## src/rtl/fp_core_driver_pkg.sv

```systemverilog
// Shared FPU definitions used by the FP core driver slice: fflags layout,
// opcode/rounding widths and a few opcode encodings.
package fp_core_driver_pkg;

  typedef struct packed {
    logic nv;
    logic dz;
    logic of;
    logic uf;
    logic nx;
  } fflags_t;

  localparam int FFLAGS_BITS   = $bits(fflags_t);
  localparam int INST_FPU_BITS = 4;
  localparam int INST_FRM_BITS = 3;

  localparam logic [INST_FPU_BITS-1:0] INST_FPU_ADD   = 4'h0;
  localparam logic [INST_FPU_BITS-1:0] INST_FPU_MUL   = 4'h2;
  localparam logic [INST_FPU_BITS-1:0] INST_FPU_CMP   = 4'hC;
  localparam logic [INST_FPU_BITS-1:0] INST_FPU_MISC  = 4'hE;

endpackage

```

## src/rtl/fp_core_driver_if.sv

```systemverilog
// Request/response channel between the FP core driver (master) and a
// pipelined FP execution core (slave).
interface fp_core_driver_if
  import fp_core_driver_pkg::*;
#(
  parameter int LANES = 1,
  parameter int TAGW  = 2
);
  logic                           core_valid_in;
  logic                           core_ready_in;
  logic [TAGW-1:0]                core_tag_in;
  logic [INST_FPU_BITS-1:0]       core_op_type;
  logic [INST_FRM_BITS-1:0]       core_frm;
  logic [LANES*32-1:0]            core_dataa;
  logic [LANES*32-1:0]            core_datab;
  logic                           core_valid_out;
  logic                           core_ready_out;
  logic [TAGW-1:0]                core_tag_out;
  logic [LANES*32-1:0]            core_result;
  logic                           core_has_fflags;
  logic [LANES*FFLAGS_BITS-1:0]   core_fflags;

  modport master (
    output core_valid_in, core_tag_in, core_op_type, core_frm, core_dataa, core_datab,
    output core_ready_out,
    input  core_ready_in, core_valid_out, core_tag_out, core_result,
    input  core_has_fflags, core_fflags
  );

  modport slave (
    input  core_valid_in, core_tag_in, core_op_type, core_frm, core_dataa, core_datab,
    input  core_ready_out,
    output core_ready_in, core_valid_out, core_tag_out, core_result,
    output core_has_fflags, core_fflags
  );
endinterface

```

## src/rtl/fp_core_driver_chk.sv

```systemverilog
// Protocol checker for the FP core driver: a returning tag must be one that
// is currently allocated, and the outstanding count stays in range.
module fp_core_driver_chk #(
  parameter int TAGW = 2
) (
  input logic                 clk,
  input logic                 reset,
  input logic                 rsp_fire,
  input logic [TAGW-1:0]      rsp_tag,
  input logic [(2**TAGW)-1:0] free_mask,
  input logic [TAGW:0]        pending
);
  localparam int NUM_TAGS = 2**TAGW;

  a_rsp_tag_allocated: assert property (@(posedge clk) disable iff (reset)
    rsp_fire |-> !free_mask[rsp_tag]);

  a_pending_range: assert property (@(posedge clk) disable iff (reset)
    pending <= NUM_TAGS[TAGW:0]);
endmodule

```

## src/rtl/fp_core_driver_tag_alloc.sv

```systemverilog
// Core tag free list: lowest-index-free allocation, release by tag and an
// outstanding-tag counter with full/empty flags.
module fp_tag_alloc #(
  parameter int TAGW = 2
) (
  input  logic                   clk,
  input  logic                   reset,
  input  logic                   alloc_en,
  output logic [TAGW-1:0]        alloc_tag,
  input  logic                   release_en,
  input  logic [TAGW-1:0]        release_tag,
  output logic [(2**TAGW)-1:0]   free_mask,
  output logic                   full,
  output logic                   empty,
  output logic [TAGW:0]          pending
);
  localparam int NUM_TAGS = 2**TAGW;

  logic [NUM_TAGS-1:0] free_mask_r;
  logic [NUM_TAGS-1:0] free_mask_nxt_s;
  logic [TAGW:0]       pending_r;
  logic [TAGW:0]       pending_nxt_s;
  logic [TAGW-1:0]     alloc_tag_s;

  function automatic logic [TAGW-1:0] lowest_free(input logic [NUM_TAGS-1:0] mask);
    logic [TAGW-1:0] idx;
    idx = {TAGW{1'b0}};
    for (int i = NUM_TAGS - 1; i >= 0; i--) begin
      if (mask[i]) begin
        idx = i[TAGW-1:0];
      end else begin
        idx = idx;
      end
    end
    return idx;
  endfunction

  // Allocation always looks at the registered mask, so a tag released this
  // cycle is only handed out again from the next cycle on.
  always_comb begin
    alloc_tag_s     = lowest_free(free_mask_r);
    free_mask_nxt_s = free_mask_r;
    for (int i = 0; i < NUM_TAGS; i++) begin
      free_mask_nxt_s[i] = (free_mask_r[i] & ~(alloc_en && (alloc_tag_s == i[TAGW-1:0])))
                         | (release_en && (release_tag == i[TAGW-1:0]));
    end
  end

  // Next outstanding count: simultaneous alloc and release cancel out.
  always_comb begin
    pending_nxt_s = pending_r;
    case ({alloc_en, release_en})
      2'b10:   pending_nxt_s = pending_r + {{TAGW{1'b0}}, 1'b1};
      2'b01:   pending_nxt_s = pending_r - {{TAGW{1'b0}}, 1'b1};
      default: pending_nxt_s = pending_r;
    endcase
  end

  // Free mask and counter state.
  always_ff @(posedge clk or posedge reset) begin
    if (reset) begin
      free_mask_r <= {NUM_TAGS{1'b1}};
      pending_r   <= {(TAGW+1){1'b0}};
    end else begin
      free_mask_r <= free_mask_nxt_s;
      pending_r   <= pending_nxt_s;
    end
  end

  assign alloc_tag = alloc_tag_s;
  assign free_mask = free_mask_r;
  assign full      = ~(|free_mask_r);
  assign empty     = (pending_r == {(TAGW+1){1'b0}});
  assign pending   = pending_r;
endmodule

```

## src/rtl/fp_core_driver.sv

```systemverilog
// Initiator front end for pipelined FP execution cores: tag allocation,
// metadata parking and registered request/response paths.
// Optional build macro FPU_FFLAGS_EN: reduce and return per-lane fflags.
module fp_core_driver
  import fp_core_driver_pkg::*;
#(
  parameter int LANES  = 1,
  parameter int META_W = 8,
  parameter int TAGW   = 2
) (
  input  logic                       clk,
  input  logic                       reset,
  input  logic                       req_valid,
  output logic                       req_ready,
  input  logic [META_W-1:0]          req_meta,
  input  logic [INST_FPU_BITS-1:0]   req_op_type,
  input  logic [INST_FRM_BITS-1:0]   req_frm,
  input  logic [LANES*32-1:0]        req_dataa,
  input  logic [LANES*32-1:0]        req_datab,
  fp_core_driver_if.master           core,
  output logic                       rsp_valid,
  input  logic                       rsp_ready,
  output logic [META_W-1:0]          rsp_meta,
  output logic [LANES*32-1:0]        rsp_result,
  output logic                       rsp_has_fflags,
  output logic [FFLAGS_BITS-1:0]     rsp_fflags,
  output logic [TAGW:0]              pending,
  output logic                       empty
);
  localparam int NUM_TAGS = 2**TAGW;
  localparam int DW       = LANES * 32;

  logic                     req_ready_s;
  logic                     req_fire_s;
  logic                     core_req_fire_s;
  logic                     core_ready_out_s;
  logic                     core_rsp_fire_s;
  logic                     rsp_fire_s;
  logic                     full_s;
  logic                     empty_s;
  logic [TAGW-1:0]          alloc_tag_s;
  logic [NUM_TAGS-1:0]      free_mask_s;
  logic [TAGW:0]            pending_s;

  logic                     core_valid_r;
  logic [TAGW-1:0]          core_tag_r;
  logic [INST_FPU_BITS-1:0] core_op_r;
  logic [INST_FRM_BITS-1:0] core_frm_r;
  logic [DW-1:0]            core_dataa_r;
  logic [DW-1:0]            core_datab_r;
  logic [META_W-1:0]        meta_table_r [NUM_TAGS];
  logic                     rsp_valid_r;
  logic [META_W-1:0]        rsp_meta_r;
  logic [DW-1:0]            rsp_result_r;

  // Handshake decode; valids come only from flops, readies may look downstream.
  always_comb begin
    req_ready_s      = !full_s && (!core_valid_r || core.core_ready_in);
    req_fire_s       = req_valid && req_ready_s;
    core_req_fire_s  = core_valid_r && core.core_ready_in;
    core_ready_out_s = !rsp_valid_r || rsp_ready;
    core_rsp_fire_s  = core.core_valid_out && core_ready_out_s;
    rsp_fire_s       = rsp_valid_r && rsp_ready;
  end

  fp_tag_alloc #(.TAGW(TAGW)) u_tag_alloc (
    .clk         (clk),
    .reset       (reset),
    .alloc_en    (req_fire_s),
    .alloc_tag   (alloc_tag_s),
    .release_en  (core_rsp_fire_s),
    .release_tag (core.core_tag_out),
    .free_mask   (free_mask_s),
    .full        (full_s),
    .empty       (empty_s),
    .pending     (pending_s)
  );

  // Core request register; a new fire may replace a payload the core takes this cycle.
  always_ff @(posedge clk or posedge reset) begin
    if (reset) begin
      core_valid_r <= 1'b0;
      core_tag_r   <= {TAGW{1'b0}};
      core_op_r    <= {INST_FPU_BITS{1'b0}};
      core_frm_r   <= {INST_FRM_BITS{1'b0}};
      core_dataa_r <= {DW{1'b0}};
      core_datab_r <= {DW{1'b0}};
    end else if (req_fire_s) begin
      core_valid_r <= 1'b1;
      core_tag_r   <= alloc_tag_s;
      core_op_r    <= req_op_type;
      core_frm_r   <= req_frm;
      core_dataa_r <= req_dataa;
      core_datab_r <= req_datab;
    end else if (core_req_fire_s) begin
      core_valid_r <= 1'b0;
    end else begin
      core_valid_r <= core_valid_r;
    end
  end

  // Metadata parked by tag until the core hands the tag back.
  always_ff @(posedge clk or posedge reset) begin
    if (reset) begin
      for (int i = 0; i < NUM_TAGS; i++) begin
        meta_table_r[i] <= {META_W{1'b0}};
      end
    end else if (req_fire_s) begin
      meta_table_r[alloc_tag_s] <= req_meta;
    end else begin
      meta_table_r[alloc_tag_s] <= meta_table_r[alloc_tag_s];
    end
  end

  // Writeback response register.
  always_ff @(posedge clk or posedge reset) begin
    if (reset) begin
      rsp_valid_r  <= 1'b0;
      rsp_meta_r   <= {META_W{1'b0}};
      rsp_result_r <= {DW{1'b0}};
    end else if (core_rsp_fire_s) begin
      rsp_valid_r  <= 1'b1;
      rsp_meta_r   <= meta_table_r[core.core_tag_out];
      rsp_result_r <= core.core_result;
    end else if (rsp_fire_s) begin
      rsp_valid_r  <= 1'b0;
    end else begin
      rsp_valid_r  <= rsp_valid_r;
    end
  end

`ifdef FPU_FFLAGS_EN
  logic [FFLAGS_BITS-1:0] lane_or_s;
  logic [FFLAGS_BITS-1:0] fflags_masked_s;
  logic [FFLAGS_BITS-1:0] rsp_fflags_r;
  logic                   rsp_has_fflags_r;

  // OR of all lane flags, zeroed when the core reports no flags.
  always_comb begin
    lane_or_s = {FFLAGS_BITS{1'b0}};
    for (int l = 0; l < LANES; l++) begin
      lane_or_s = lane_or_s | core.core_fflags[l*FFLAGS_BITS +: FFLAGS_BITS];
    end
    if (core.core_has_fflags) begin
      fflags_masked_s = lane_or_s;
    end else begin
      fflags_masked_s = {FFLAGS_BITS{1'b0}};
    end
  end

  // fflags part of the response register, loaded alongside the result.
  always_ff @(posedge clk or posedge reset) begin
    if (reset) begin
      rsp_fflags_r     <= {FFLAGS_BITS{1'b0}};
      rsp_has_fflags_r <= 1'b0;
    end else if (core_rsp_fire_s) begin
      rsp_fflags_r     <= fflags_masked_s;
      rsp_has_fflags_r <= core.core_has_fflags;
    end else begin
      rsp_fflags_r     <= rsp_fflags_r;
      rsp_has_fflags_r <= rsp_has_fflags_r;
    end
  end

  assign rsp_fflags     = rsp_fflags_r;
  assign rsp_has_fflags = rsp_has_fflags_r;
`else
  logic unused_fflags_s;
  assign unused_fflags_s = ^{core.core_fflags, core.core_has_fflags};
  assign rsp_fflags      = {FFLAGS_BITS{1'b0}};
  assign rsp_has_fflags  = 1'b0;
`endif

  fp_core_driver_chk #(.TAGW(TAGW)) u_chk (
    .clk       (clk),
    .reset     (reset),
    .rsp_fire  (core_rsp_fire_s),
    .rsp_tag   (core.core_tag_out),
    .free_mask (free_mask_s),
    .pending   (pending_s)
  );

  assign req_ready           = req_ready_s;
  assign core.core_valid_in  = core_valid_r;
  assign core.core_tag_in    = core_tag_r;
  assign core.core_op_type   = core_op_r;
  assign core.core_frm       = core_frm_r;
  assign core.core_dataa     = core_dataa_r;
  assign core.core_datab     = core_datab_r;
  assign core.core_ready_out = core_ready_out_s;
  assign rsp_valid           = rsp_valid_r;
  assign rsp_meta            = rsp_meta_r;
  assign rsp_result          = rsp_result_r;
  assign pending             = pending_s;
  assign empty               = empty_s;
endmodule

```

## src/flat_wrapper.sv

```systemverilog
// flat-port wrapper written by rule: the top's interface ports become plain ports
module fp_core_driver_flat import fp_core_driver_pkg::*;
#(
  parameter int LANES  = 1,
  parameter int META_W = 8,
  parameter int TAGW   = 2
)
  (clk, reset, req_valid, req_ready, req_meta, req_op_type, req_frm, req_dataa, req_datab, rsp_valid, rsp_ready, rsp_meta, rsp_result, rsp_has_fflags, rsp_fflags, pending, empty, core_core_valid_in, core_core_tag_in, core_core_op_type, core_core_frm, core_core_dataa, core_core_datab, core_core_ready_out, core_core_ready_in, core_core_valid_out, core_core_tag_out, core_core_result, core_core_has_fflags, core_core_fflags);
  fp_core_driver_if #(.LANES(LANES), .TAGW(TAGW)) core_i ();
  input  logic clk;
  input  logic reset;
  input  logic req_valid;
  output logic req_ready;
  input  logic [META_W-1:0] req_meta;
  input  logic [INST_FPU_BITS-1:0] req_op_type;
  input  logic [INST_FRM_BITS-1:0] req_frm;
  input  logic [LANES*32-1:0] req_dataa;
  input  logic [LANES*32-1:0] req_datab;
  output logic rsp_valid;
  input  logic rsp_ready;
  output logic [META_W-1:0] rsp_meta;
  output logic [LANES*32-1:0] rsp_result;
  output logic rsp_has_fflags;
  output logic [FFLAGS_BITS-1:0] rsp_fflags;
  output logic [TAGW:0] pending;
  output logic empty;
  output wire logic [$bits(core_i.core_valid_in)-1:0] core_core_valid_in;
  output wire logic [$bits(core_i.core_tag_in)-1:0] core_core_tag_in;
  output wire logic [$bits(core_i.core_op_type)-1:0] core_core_op_type;
  output wire logic [$bits(core_i.core_frm)-1:0] core_core_frm;
  output wire logic [$bits(core_i.core_dataa)-1:0] core_core_dataa;
  output wire logic [$bits(core_i.core_datab)-1:0] core_core_datab;
  output wire logic [$bits(core_i.core_ready_out)-1:0] core_core_ready_out;
  input wire logic [$bits(core_i.core_ready_in)-1:0] core_core_ready_in;
  input wire logic [$bits(core_i.core_valid_out)-1:0] core_core_valid_out;
  input wire logic [$bits(core_i.core_tag_out)-1:0] core_core_tag_out;
  input wire logic [$bits(core_i.core_result)-1:0] core_core_result;
  input wire logic [$bits(core_i.core_has_fflags)-1:0] core_core_has_fflags;
  input wire logic [$bits(core_i.core_fflags)-1:0] core_core_fflags;
  assign core_core_valid_in = core_i.core_valid_in;
  assign core_core_tag_in = core_i.core_tag_in;
  assign core_core_op_type = core_i.core_op_type;
  assign core_core_frm = core_i.core_frm;
  assign core_core_dataa = core_i.core_dataa;
  assign core_core_datab = core_i.core_datab;
  assign core_core_ready_out = core_i.core_ready_out;
  assign core_i.core_ready_in = core_core_ready_in;
  assign core_i.core_valid_out = core_core_valid_out;
  assign core_i.core_tag_out = core_core_tag_out;
  assign core_i.core_result = core_core_result;
  assign core_i.core_has_fflags = core_core_has_fflags;
  assign core_i.core_fflags = core_core_fflags;
  fp_core_driver #(.LANES(LANES), .META_W(META_W), .TAGW(TAGW)) u_core (.clk(clk), .reset(reset), .req_valid(req_valid), .req_ready(req_ready), .req_meta(req_meta), .req_op_type(req_op_type), .req_frm(req_frm), .req_dataa(req_dataa), .req_datab(req_datab), .core(core_i), .rsp_valid(rsp_valid), .rsp_ready(rsp_ready), .rsp_meta(rsp_meta), .rsp_result(rsp_result), .rsp_has_fflags(rsp_has_fflags), .rsp_fflags(rsp_fflags), .pending(pending), .empty(empty));
endmodule
```

## config.mk

```make
export PLATFORM = sky130hd
export DESIGN_NAME = fp_core_driver_flat
export DESIGN_NICKNAME = d
export VERILOG_FILES = /design/src/rtl/fp_core_driver_pkg.sv /design/src/rtl/fp_core_driver_if.sv /design/src/rtl/fp_core_driver_chk.sv /design/src/rtl/fp_core_driver_tag_alloc.sv /design/src/rtl/fp_core_driver.sv /design/src/flat_wrapper.sv
export SDC_FILE = /design/constraint.sdc
export NUM_CORES = 1
export LEC_CHECK = 0
export BUFFER_PORTS_ARGS = -buffer_cell sky130_fd_sc_hd__buf_4
export CAP_MARGIN = 20
export CORE_MARGIN = 2
export CORE_UTILIZATION = 54
export CTS_BUF_LIST = sky130_fd_sc_hd__clkbuf_2 sky130_fd_sc_hd__clkbuf_4 sky130_fd_sc_hd__clkbuf_8
export DETAILED_ROUTE_END_ITERATION = 10
export GPL_TIMING_DRIVEN = 0
export PLACE_DENSITY = 0.95
export SETUP_SLACK_MARGIN = 0.1
export SLEW_MARGIN = 25
export SYNTH_ARGS = -nofsm -noshare
export SYNTH_HDL_FRONTEND = slang
export SYNTH_HIERARCHICAL = 1
export SYNTH_SLANG_ARGS = --single-unit
```

## constraint.sdc

```tcl
create_clock -name clk -period 11.2 [get_ports clk]
set_input_delay 1.12 -clock clk [delete_from_list [all_inputs] [get_ports clk]]
set_output_delay 1.12 -clock clk [all_outputs]
set_load 0.02 [all_outputs]
```

## Word-level counts from Yosys, hierarchy flattened

Index checks and enable logic that the tools add are counted.

- Add/sub/neg operators: 2
- Magnitude comparators: 3
- Equality and inequality tests: 8
- Muxes and demuxes: 20
- Bitwise operators: 14
- Reduce and logical (&&, ||, !) cells: 25

Operator list:

| kind | count |
|---|---|
| 32-bit bitwise mux | 2 |
| 8-bit 2-to-1 mux | 5 |
| 8-bit binary-select mux with 2-bit select | 2 |
| 32-bit 2-to-1 mux | 1 |
| 8-bit demux with 2-bit select | 1 |
| 1-bit logical AND | 14 |
| 2-bit equality test, second input constant | 5 |
| 2-bit 2-to-1 mux | 4 |
| 2-bit by 1-bit equality test with 1-bit output, second input constant | 3 |
| 3-bit >= comparator, second input constant | 2 |
| 2-bit NOT with 3-bit output | 2 |
| 3-bit one-hot mux with 2 select lines | 1 |
| 2-bit nonzero test | 3 |
| 1-bit AND | 4 |
| 2-bit logical NOT | 2 |
| 1-bit 2-to-1 mux | 4 |
| 1-bit NOT | 4 |
| 1-bit bitwise OR | 4 |
| 4-bit OR reduction | 1 |
| 3-bit by 1-bit adder with 3-bit output, second input constant | 1 |
| 3-bit logical NOT | 1 |
| 3-bit by 1-bit less-than comparator with 1-bit output, second input constant | 1 |
| 3-bit by 1-bit subtractor with 3-bit output, second input constant | 1 |
| 1-bit logical NOT | 2 |
| 1-bit logical OR | 2 |

- Register bits after elaboration: 154

## Longest topological paths before layout

Gate-level depths: netlist of run 1.

- Depth in word-level cells: 11
- Mapped depth: 13
- Gate-level depth less buffers: 10

## Cells and area by module

The synthesis of run 1 kept the hierarchy.

By module, submodules not included:

| module | times used | cells each | area an instance (um2) | seq. area each (um2) |
|---|---|---|---|---|
| fp_core_driver | 1 | 339 | 5814.3 | 3678.5 |
| fp_tag_alloc | 1 | 36 | 367.9 | 180.2 |

## Worst setup path before layout of run 1

Ideal clock, no wire load.

- Path kind: in2reg
- From: input port core_core_ready_in
- To: register u_core.u_tag_alloc.pending_r[2], in the netlist u_core/u_tag_alloc/pending[2]
- Library setup time: 0.080 ns
- Arrival time: 2.778 ns
- Data required time: 11.120 ns
- Slack: 8.343 ns
- Stages on the path: 12
- Path buffers: 3
- Cells stage by stage: nor2b_4 buf_6 nor2_1 buf_2 buf_4 inv_1 ha_1 inv_1 fa_1 xor2_1 nor2_1 xor2_1

- Cells in the longest elaborated chain, start to end: 5
- Elaborated cells between the ends (all ways): 7
- Classes of those cells: eq/ne (2); mux (1); reduce/logical (4)

Ends and longest elaborated chain:

| element | RTL line | RTL |
|---|---|---|
| start: declaration | flat_wrapper.sv:34 | `input wire logic [$bits(core_i.core_ready_in)-1:0] core_core_ready_in;` |
| 1-bit logical OR (*) | fp_core_driver.sv:58 | `req_ready_s = !full_s && (!core_valid_r \|\| core.core_ready_in);` |
| 1-bit logical AND (*) | fp_core_driver.sv:58 |  |
| 1-bit logical AND (*) | fp_core_driver.sv:59 | `req_fire_s = req_valid && req_ready_s;` |
| net u_core.req_fire_s | fp_core_driver.sv:34 | `logic req_fire_s;` |
| 2-bit by 1-bit equality test with 1-bit output / 2-bit equality test (equally long branches) | fp_core_driver_tag_alloc.sv:52 | `case ({alloc_en, release_en})` |
| 3-bit one-hot mux with 2 select lines / 2-bit nonzero test (equally long branches) | -- |  |
| end signal: assignment | fp_core_driver_tag_alloc.sv:63 | `pending_r <= {(TAGW+1){1'b0}};` |
| end signal: assignment | fp_core_driver_tag_alloc.sv:66 | `pending_r <= pending_nxt_s;` |
| end: declaration | fp_core_driver_tag_alloc.sv:21 | `logic [TAGW:0] pending_r;` |

The timed path passes the listed nets; every way through them passes the cells marked *.
A chain may end at the register's enable or synchronous reset.

## Worst setup path in the final report of run 1

- From: register u_core.u_tag_alloc.free_mask_r[1], in the netlist u_core/u_tag_alloc/free_mask[1]
- To: register u_core.u_tag_alloc.pending_r[2], in the netlist u_core/u_tag_alloc/pending[2]

- Cells in the longest elaborated chain, start to end: 5
- Elaborated cells between the ends (all ways): 7
- Classes of those cells: eq/ne (2); mux (1); reduce/logical (4)

Ends and longest elaborated chain:

| element | RTL line | RTL |
|---|---|---|
| start: declaration | fp_core_driver_tag_alloc.sv:19 | `logic [NUM_TAGS-1:0] free_mask_r;` |
| start signal: assignment | fp_core_driver_tag_alloc.sv:62 | `free_mask_r <= {NUM_TAGS{1'b1}};` |
| start signal: assignment | fp_core_driver_tag_alloc.sv:65 | `free_mask_r <= free_mask_nxt_s;` |
| 4-bit OR reduction (*) | fp_core_driver_tag_alloc.sv:72 | `assign full = ~(\|free_mask_r);` |
| 1-bit logical AND (*) | fp_core_driver.sv:58 |  |
| 1-bit logical AND (*) | fp_core_driver.sv:59 |  |
| net u_core.req_fire_s | fp_core_driver.sv:34 |  |
| 2-bit by 1-bit equality test with 1-bit output / 2-bit equality test (equally long branches) | fp_core_driver_tag_alloc.sv:52 |  |
| 3-bit one-hot mux with 2 select lines / 2-bit nonzero test (equally long branches) | -- |  |

Marked as above.

==> impl_metrics.json, run 1 <==
{
  "insertion_delay_ps": 430,
  "via_per_inst": 5.162,
  "dp_cells": 763,
  "yosysUniqueCellTypes": 32,
  "dieArea_sq_um": 12320,
  "grt_pass1_wl_mm": 23.09,
  "numPortBuffers": 239,
  "antenna_found_initial": 0,
  "synth_warnings": 6,
  "worst-endpoint-required_ps": 11560,
  "fin_util_pct": 76.22,
  "gp_congestion": 0.8278,
  "synth_seq_area_share_pct": 62.42,
  "cts_setup_buffers": 0,
  "layout.nets": 766,
  "cts_tree": "yes",
  "maxCapViolCount": 0,
  "h-tree-depth": 4,
  "path_clk_slew_ps": 70,
  "drtPass1Iterations": 4,
  "fp.dieH_um": 111.0,
  "clk_path_buf_depth": 2,
  "start_kind": "flop",
  "hold_class": "flop to flop",
  "maxSlewHeadroom_pct": 49.31,
  "yosys-mux-area-fraction_pct": 29.97,
  "drive_gt1_share_pct": 70.25,
  "slew_violations": 0,
  "power_density_nw_per_um2": 263.9,
  "avgRoutedWirePerCell_um": 18.02,
  "fin_crit_sh_pct": 26.36,
  "clock.fmax_mhz": 338.7,
  "vias": 4104,
  "finalSetupViolCount": 0,
  "leakagePower_nw": 4.114,
  "cts_buffers": 17,
  "synth_ff_type": "dfrtp_1",
  "syn_avg_cell_area_sq_um": 16.49,
  "grt_setup_unrepaired": "false",
  "synth_area_sq_um": 6182,
  "drt_iter0_markers": 167,
  "grt_max_degree": 89,
  "hold_viol": 0,
  "power_mw": 2.268,
  "synth_edf_count": 0,
  "min_period_ps": 2952,
  "coreArea_sq_um": 11270,
  "whs_ps": 506.0,
  "synth_fa_ha_area_share_pct": 0.5262,
  "outcome": "complete, no violations",
  "synth-seq-cells": 154,
  "synth-simple-area-share_pct": 2.591,
  "ioPinCount": 252,
  "antenna_cells": 0,
  "rows": 39,
  "track_usage_pct": 24.05,
  "end_kind": "flop",
  "wirelength_mm": 14.32,
  "grt_pass1_vias": 4479,
  "overflow": 0,
  "tightest_slew_ps": 756.2,
  "area_growth_syn_to_layout_pct": 38.98,
  "path_max_fanout": 12,
  "cts.sinks": 154,
  "cts_hold_buf": 0,
  "path_class": "flop to flop",
  "post-dp-hpwl_mm": 10.76,
  "root_buffer": "clkbuf_8",
  "layout.cells.non_filler": 795,
  "skew_ps": 8.125,
  "cp.arrival_ps": 3310,
  "synth_top_family_by_area": "multiplexers",
  "initial_core_util_pct": 54.85,
  "ant_nets": 0,
  "peakVddDrop_uv": 227.7,
  "cts_resized": 0,
  "synthArstFlopShare_pct": 100.0,
  "syn_inst": 375,
  "route.detailed.drc": 0,
  "synth_xor_area_share_pct": 0.4250,
  "dieWidth_um": 111.0,
  "timing.setup.tns_ps": 0,
  "synth_compound_gate_area_share_pct": 0.8298
}
## path summary, 6_finish.rpt
kind | slack [ps] | depth (start not counted) | to | startpoint
worst min register to register | 510 | 1 | u_core/meta_table_r[8]$_DFFE_PP0N_ | u_core/meta_table_r[8]$_DFFE_PP0N_
min in group asynchronous | 650 | 2 | u_core/u_tag_alloc/pending[2]$_DFFE_PP0P_ | reset
worst max register to register | 8250 | 13 | u_core/u_tag_alloc/pending[2]$_DFFE_PP0P_ | u_core/u_tag_alloc/free_mask[1]$_DFF_PP1_
max in group asynchronous | 9750 | 3 | u_core/core.core_datab[13]$_DFFE_PP0P_ | reset
worst max-delay path | 8250 | 13 | u_core/u_tag_alloc/pending[2]$_DFFE_PP0P_ | u_core/u_tag_alloc/free_mask[1]$_DFF_PP1_
worst min-delay path | 510 | 1 | u_core/meta_table_r[8]$_DFFE_PP0N_ | u_core/meta_table_r[8]$_DFFE_PP0N_
## synthesized netlist by cell type, drive strengths merged (2+ instances only)
library cell	instances	area, sq um
a32o	2	20.02
buf	22	155.1
dfrtp	150	3754
dfstp	4	105.1
inv	10	37.54
mux2	145	1663
mux4	8	180.2
nand2	4	15.01
nand2b	4	25.02
nor2	5	21.27
nor3	2	15.01
nor4b	2	47.55
o21ai	2	10.01
xor2	2	17.52
## critical path: stages (launching register included)
cell,delay (ps)
dfstp_2,390
nor4_1,520
nand2b_1,180
buf_4,160
nor2_1,60
buf_2,190
buf_4,220
inv_1,110
ha_1,200
inv_1,60
fa_1,370
xor2_1,150
nor2_1,110
xor2_1,150
## registers in the layout, indices dropped and copies added (netlist names)
signal / flops
u_core/core.core_op_type: 4
u_core/core.core_datab: 32
u_core/core.core_tag_in: 2
u_core/core.core_frm: 3
u_core/u_tag_alloc/pending: 3
u_core/core.core_dataa: 32
u_core/u_tag_alloc/free_mask: 4
u_core/rsp_valid: 1
u_core/meta_table_r: 32
u_core/rsp_meta: 8
u_core/rsp_result: 32
u_core/core.core_valid_in: 1
## layout make-up
class	instances	area (sq um)
sequential	154	3859
clock buffer	29	342.8
clock inverter	3	40.04
inverter	10	45.04
multi-input combinational	193	2146
timing repair buffer	240	1822
fill	659	2680
tap	143	178.9
buffer	23	158.9
## power by group
part           internal, mW  switching (mW)  total [mW]
logic                 0.497           0.457       0.954
registers             0.788           0.128       0.916
clock network         0.215           0.182       0.398
## layer usage
| metal | vias to the layer above | GRT usage (%) | wire [um] |
|---|---|---|---|
| li1 | 1845 | - | - |
| met1 | 2042 | 26.64 | 5291 |
| met2 | 182 | 42.45 | 7478 |
| met3 | 35 | 8.529 | 1139 |
| met4 | 0 | 9.333 | 414 |
| met5 | - | 0 | 0 |
## cell families after synthesis
logic type / count (synthesis)
muxes: 154
DFF: 154
buffers and inverters: 33
and+or+nand+nor: 21
AOI/OAI and AO/OA: 7
xor gates and xnor gates: 3
adders and majority gates: 2
other: 1
## stage by stage
step / instance area, sq um / worst slack, ps
2_1_floorplan: 6201 / 6129
3_3_place_gp: 8174 / 4820
3_5_place_dp: 8209 / 8011
4_1_cts: 8592 / 8267
5_1_grt: 8592 / 8091
6_report: 8592 / 8248
## cells in the final DEF (no fill, tap or decap), types with 2 or more instances in the layout
cell type	Yosys	final
mux4_2	8	8
nor2_1	4	4
clkbuf_4	0	9
mux2_2	137	137
buf_6	2	2
xor2_1	2	2
mux2_4	8	8
nor4b_4	2	2
dfstp_2	4	4
clkinv_2	0	2
o21ai_0	2	2
buf_2	7	7
nand2b_1	4	4
clkbuf_8	0	20
nand2_1	4	4
a32o_1	2	2
dfrtp_1	150	150
inv_1	10	9
buf_4	13	252
conb_1	1	6
No activity file was read; power rests on OpenSTA's default activity.
==> run 2, diff against run 1 <==
--- a/config.mk
+++ b/config.mk
@@ -5,14 +5,15 @@
 export SDC_FILE = /design/constraint.sdc
 export NUM_CORES = 1
 export LEC_CHECK = 0
+export ABC_AREA = 1
 export BUFFER_PORTS_ARGS = -buffer_cell sky130_fd_sc_hd__buf_4
 export CAP_MARGIN = 20
 export CORE_MARGIN = 2
-export CORE_UTILIZATION = 54
+export CORE_UTILIZATION = 46
 export CTS_BUF_LIST = sky130_fd_sc_hd__clkbuf_2 sky130_fd_sc_hd__clkbuf_4 sky130_fd_sc_hd__clkbuf_8
 export DETAILED_ROUTE_END_ITERATION = 10
 export GPL_TIMING_DRIVEN = 0
-export PLACE_DENSITY = 0.95
+export PLACE_DENSITY = 0.9
 export SETUP_SLACK_MARGIN = 0.1
 export SLEW_MARGIN = 25
 export SYNTH_ARGS = -nofsm -noshare
==> constraint.sdc (replaced) <==
create_clock -name clk -period 2.7 [get_ports clk]
set_input_delay 0.27 -clock clk [delete_from_list [all_inputs] [get_ports clk]]
set_output_delay 0.27 -clock clk [all_outputs]
set_load 0.02 [all_outputs]
==> impl_metrics.json, run 2 <==
{
  "antenna_found_initial": 0,
  "synth_top_cell_area_share_pct": 54.69,
  "start_kind": "flop",
  "grt_pass1_vias": 6776,
  "timing.setup.tns_ps": 0,
  "drive_gt1_share_pct": 26.43,
  "antenna_cells": 0,
  "hold_class": "input pin to flop",
  "synthArstFlopShare_pct": 100.0,
  "syn_inst": 892,
  "dp_cells": 1325,
  "synth_seq_area_share_pct": 56.23,
  "synth_ff_type": "dfrtp_1",
  "fp.dieH_um": 126.1,
  "peakVddDrop_uv": 544.5,
  "overflow": 0,
  "yosys-top-cells-area": "dfrtp_1 (55%), nand2_1 (27%), nand3_1 (3.7%)",
  "wirelength_mm": 20.32,
  "clk_path_buf_depth": 2,
  "dieArea_sq_um": 15910,
  "syn_avg_cell_area_sq_um": 7.694,
  "cp.arrival_ps": 2750,
  "drtPass1Iterations": 5,
  "path_clk_slew_ps": 90,
  "path_max_fanout": 10,
  "ff_latch_area_sq_um": 3859,
  "dieWidth_um": 126.1,
  "yosys.cell_count.top_type": "nand2_1",
  "route.detailed.drc": 0,
  "skew_ps": 9.766,
  "final_common_cell": "nand2_1",
  "area_growth_syn_to_layout_pct": 41.84,
  "insertion_delay_ps": 440,
  "nFillCells": 1144,
  "synth_top_cell_by_area": "dfrtp_1",
  "synth_edf_count": 0,
  "drt_iter0_markers": 539,
  "ioPinCount": 252,
  "end_kind": "flop",
  "maxCapViolCount": 0,
  "power_density_nw_per_um2": 1018,
  "power_mw": 9.909,
  "hold_viol": 0,
  "synth-seq-cells": 154,
  "maxSlewHeadroom_pct": 62.63,
  "finalSetupViolCount": 0,
  "path_class": "flop to flop",
  "tightest_slew_ps": 560.6,
  "yosysUniqueCellTypes": 25,
  "grt_setup_unrepaired": "false",
  "post-dp-hpwl_mm": 13.98,
  "track_usage_pct": 25.69,
  "multiInputGateArea_sq_um": 2512,
  "cts_tree": "yes",
  "regToRegSetupSlack_ps": 280,
  "synthTopCellsByCount": "nand2_1 (492), dfrtp_1 (150), nor2_1 (65)",
  "layout.cells.non_filler": 1391,
  "grt_max_degree": 33,
  "outcome": "complete, no violations",
  "root_buffer": "clkbuf_8",
  "avgRoutedWirePerCell_um": 14.61,
  "rows": 44,
  "ant_nets": 0,
  "numPortBuffers": 239,
  "layout_common_cells": "nand2_1 (492), buf_4 (248), dfrtp_1 (150)",
  "via_per_inst": 4.913,
  "min_period_ps": 2416,
  "cts_buffers": 17,
  "layout.nets": 1321,
  "synth_warnings": 6,
  "coreArea_sq_um": 14530,
  "h-tree-depth": 4,
  "slew_violations": 0,
  "crit_slowest_cell": "fa_1",
  "synth_area_sq_um": 6863,
  "leakagePower_nw": 5.482,
  "critPathMaxStageDelay_ps": 400,
  "cts.sinks": 154,
  "initial_core_util_pct": 47.22,
  "clock.fmax_mhz": 413.9,
  "grt_pass1_wl_mm": 32.63,
  "worst-endpoint-required_ps": 3030,
  "vias": 6834,
  "crit_chain": "or2_1, nor3_2, inv_1, nand3_4, inv_2, buf_4, inv_1, ha_1, inv_1, fa_1, nand2_1, nand3_1, nand2_1, nand2_1",
  "fin_crit_sh_pct": 89.47,
  "gp_congestion": 0.8881
}
==> run 2: cell types whose count changed after synthesis, sizes merged, moves of 3 or more <==
cell / change
nand2: +488
mux2: -145
nor2: +61
inv: +53
nand3: +52
clkbuf: +15
buf: +10
mux4: -8
nand2b: -4
o21ai: +3
==> run 2: final cells by class <==
type	instances	share of cell area, %
Clock inverter	12	1.028
Clock buffer	20	2.763
Inverter	63	2.468
Tap cell	184	2.365
Sequential cell	154	39.64
Timing Repair Buffer	278	23.01
Multi-Input combinational cell	632	25.81
Buffer	48	2.918
==> run 2: where the power goes <==
group,switching [mW],internal (mW)
combinational,2.78,1.78
sequential,0.521,3.19
clock,0.856,0.778
total,4.16,5.75
==> run 2: cell families after synthesis <==
family / after synthesis / synth area share (%)
and+or+nand+nor: 616 / 35.04
DFF: 154 / 56.23
buffers and inverters: 111 / 7.548
AOI/OAI and AO/OA: 7 / 0.5286
adders and majority gates: 2 / 0.4740
xor gates and xnor gates: 1 / 0.1276
other: 1 / 0.05464
==> run 2: routing by layer <==
layer	track usage, %	share of wire [%]	vias to the layer above
li1	-	-	3262
met1	32.42	41	3199
met2	43.55	49	334
met3	5.353	7.7	39
met4	10.02	2.5	0
met5	0	0	-
==> run 2: worst max-delay path, delay by kind of cell, from the launching register on <==
kind,cells,cell delay (ps)
AND/OR/NAND/NOR,7,740
adder cells (fa/ha/maj),2,590
flip-flops,1,380
buffers and inverters,5,570
==> run 2: path summary, 6_finish.rpt <==
check	cells past startpoint	end	startpoint
min in group asynchronous	3	u_core/u_tag_alloc/pending[1]$_DFFE_PP0P_	reset
max	14	u_core/u_tag_alloc/pending[2]$_DFFE_PP0P_	u_core/u_tag_alloc/free_mask[3]$_DFF_PP1_
min	3	u_core/core.core_op_type[3]$_DFFE_PP0P_	req_op_type[3]
max reg2reg	14	u_core/u_tag_alloc/pending[2]$_DFFE_PP0P_	u_core/u_tag_alloc/free_mask[3]$_DFF_PP1_
min reg2reg	2	u_core/u_tag_alloc/free_mask[3]$_DFF_PP1_	u_core/u_tag_alloc/free_mask[3]$_DFF_PP1_
max in group asynchronous	5	u_core/meta_table_r[27]$_DFFE_PP0N_	reset
==> run 2: repair_timing <==
item / in CTS / in global routing
pin swaps: 0 / 1
hold buffers: 33 / 0
setup buffers: 0 / 1
resized for setup: 2 / 0
setup endpoints to repair: 2 / 2
endpoints found under the hold margin: 48 / 0
==> run 2: metrics by stage <==
stage | utilization (%) | setup slack, ps | cell area, sq um | hold slack [ps]
after detailed placement | 62.04 | -1.340 | 9017 | 240.4
final | 66.98 | 284.2 | 9734 | 29.53
after floorplan | - | 509.7 | 6885 | 70.49
after global placement | 61.30 | -351.0 | 8910 | 236.6
after global routing | 66.98 | 130.9 | 9734 | 0.1385
after CTS | 66.92 | 163.4 | 9727 | 0.3310
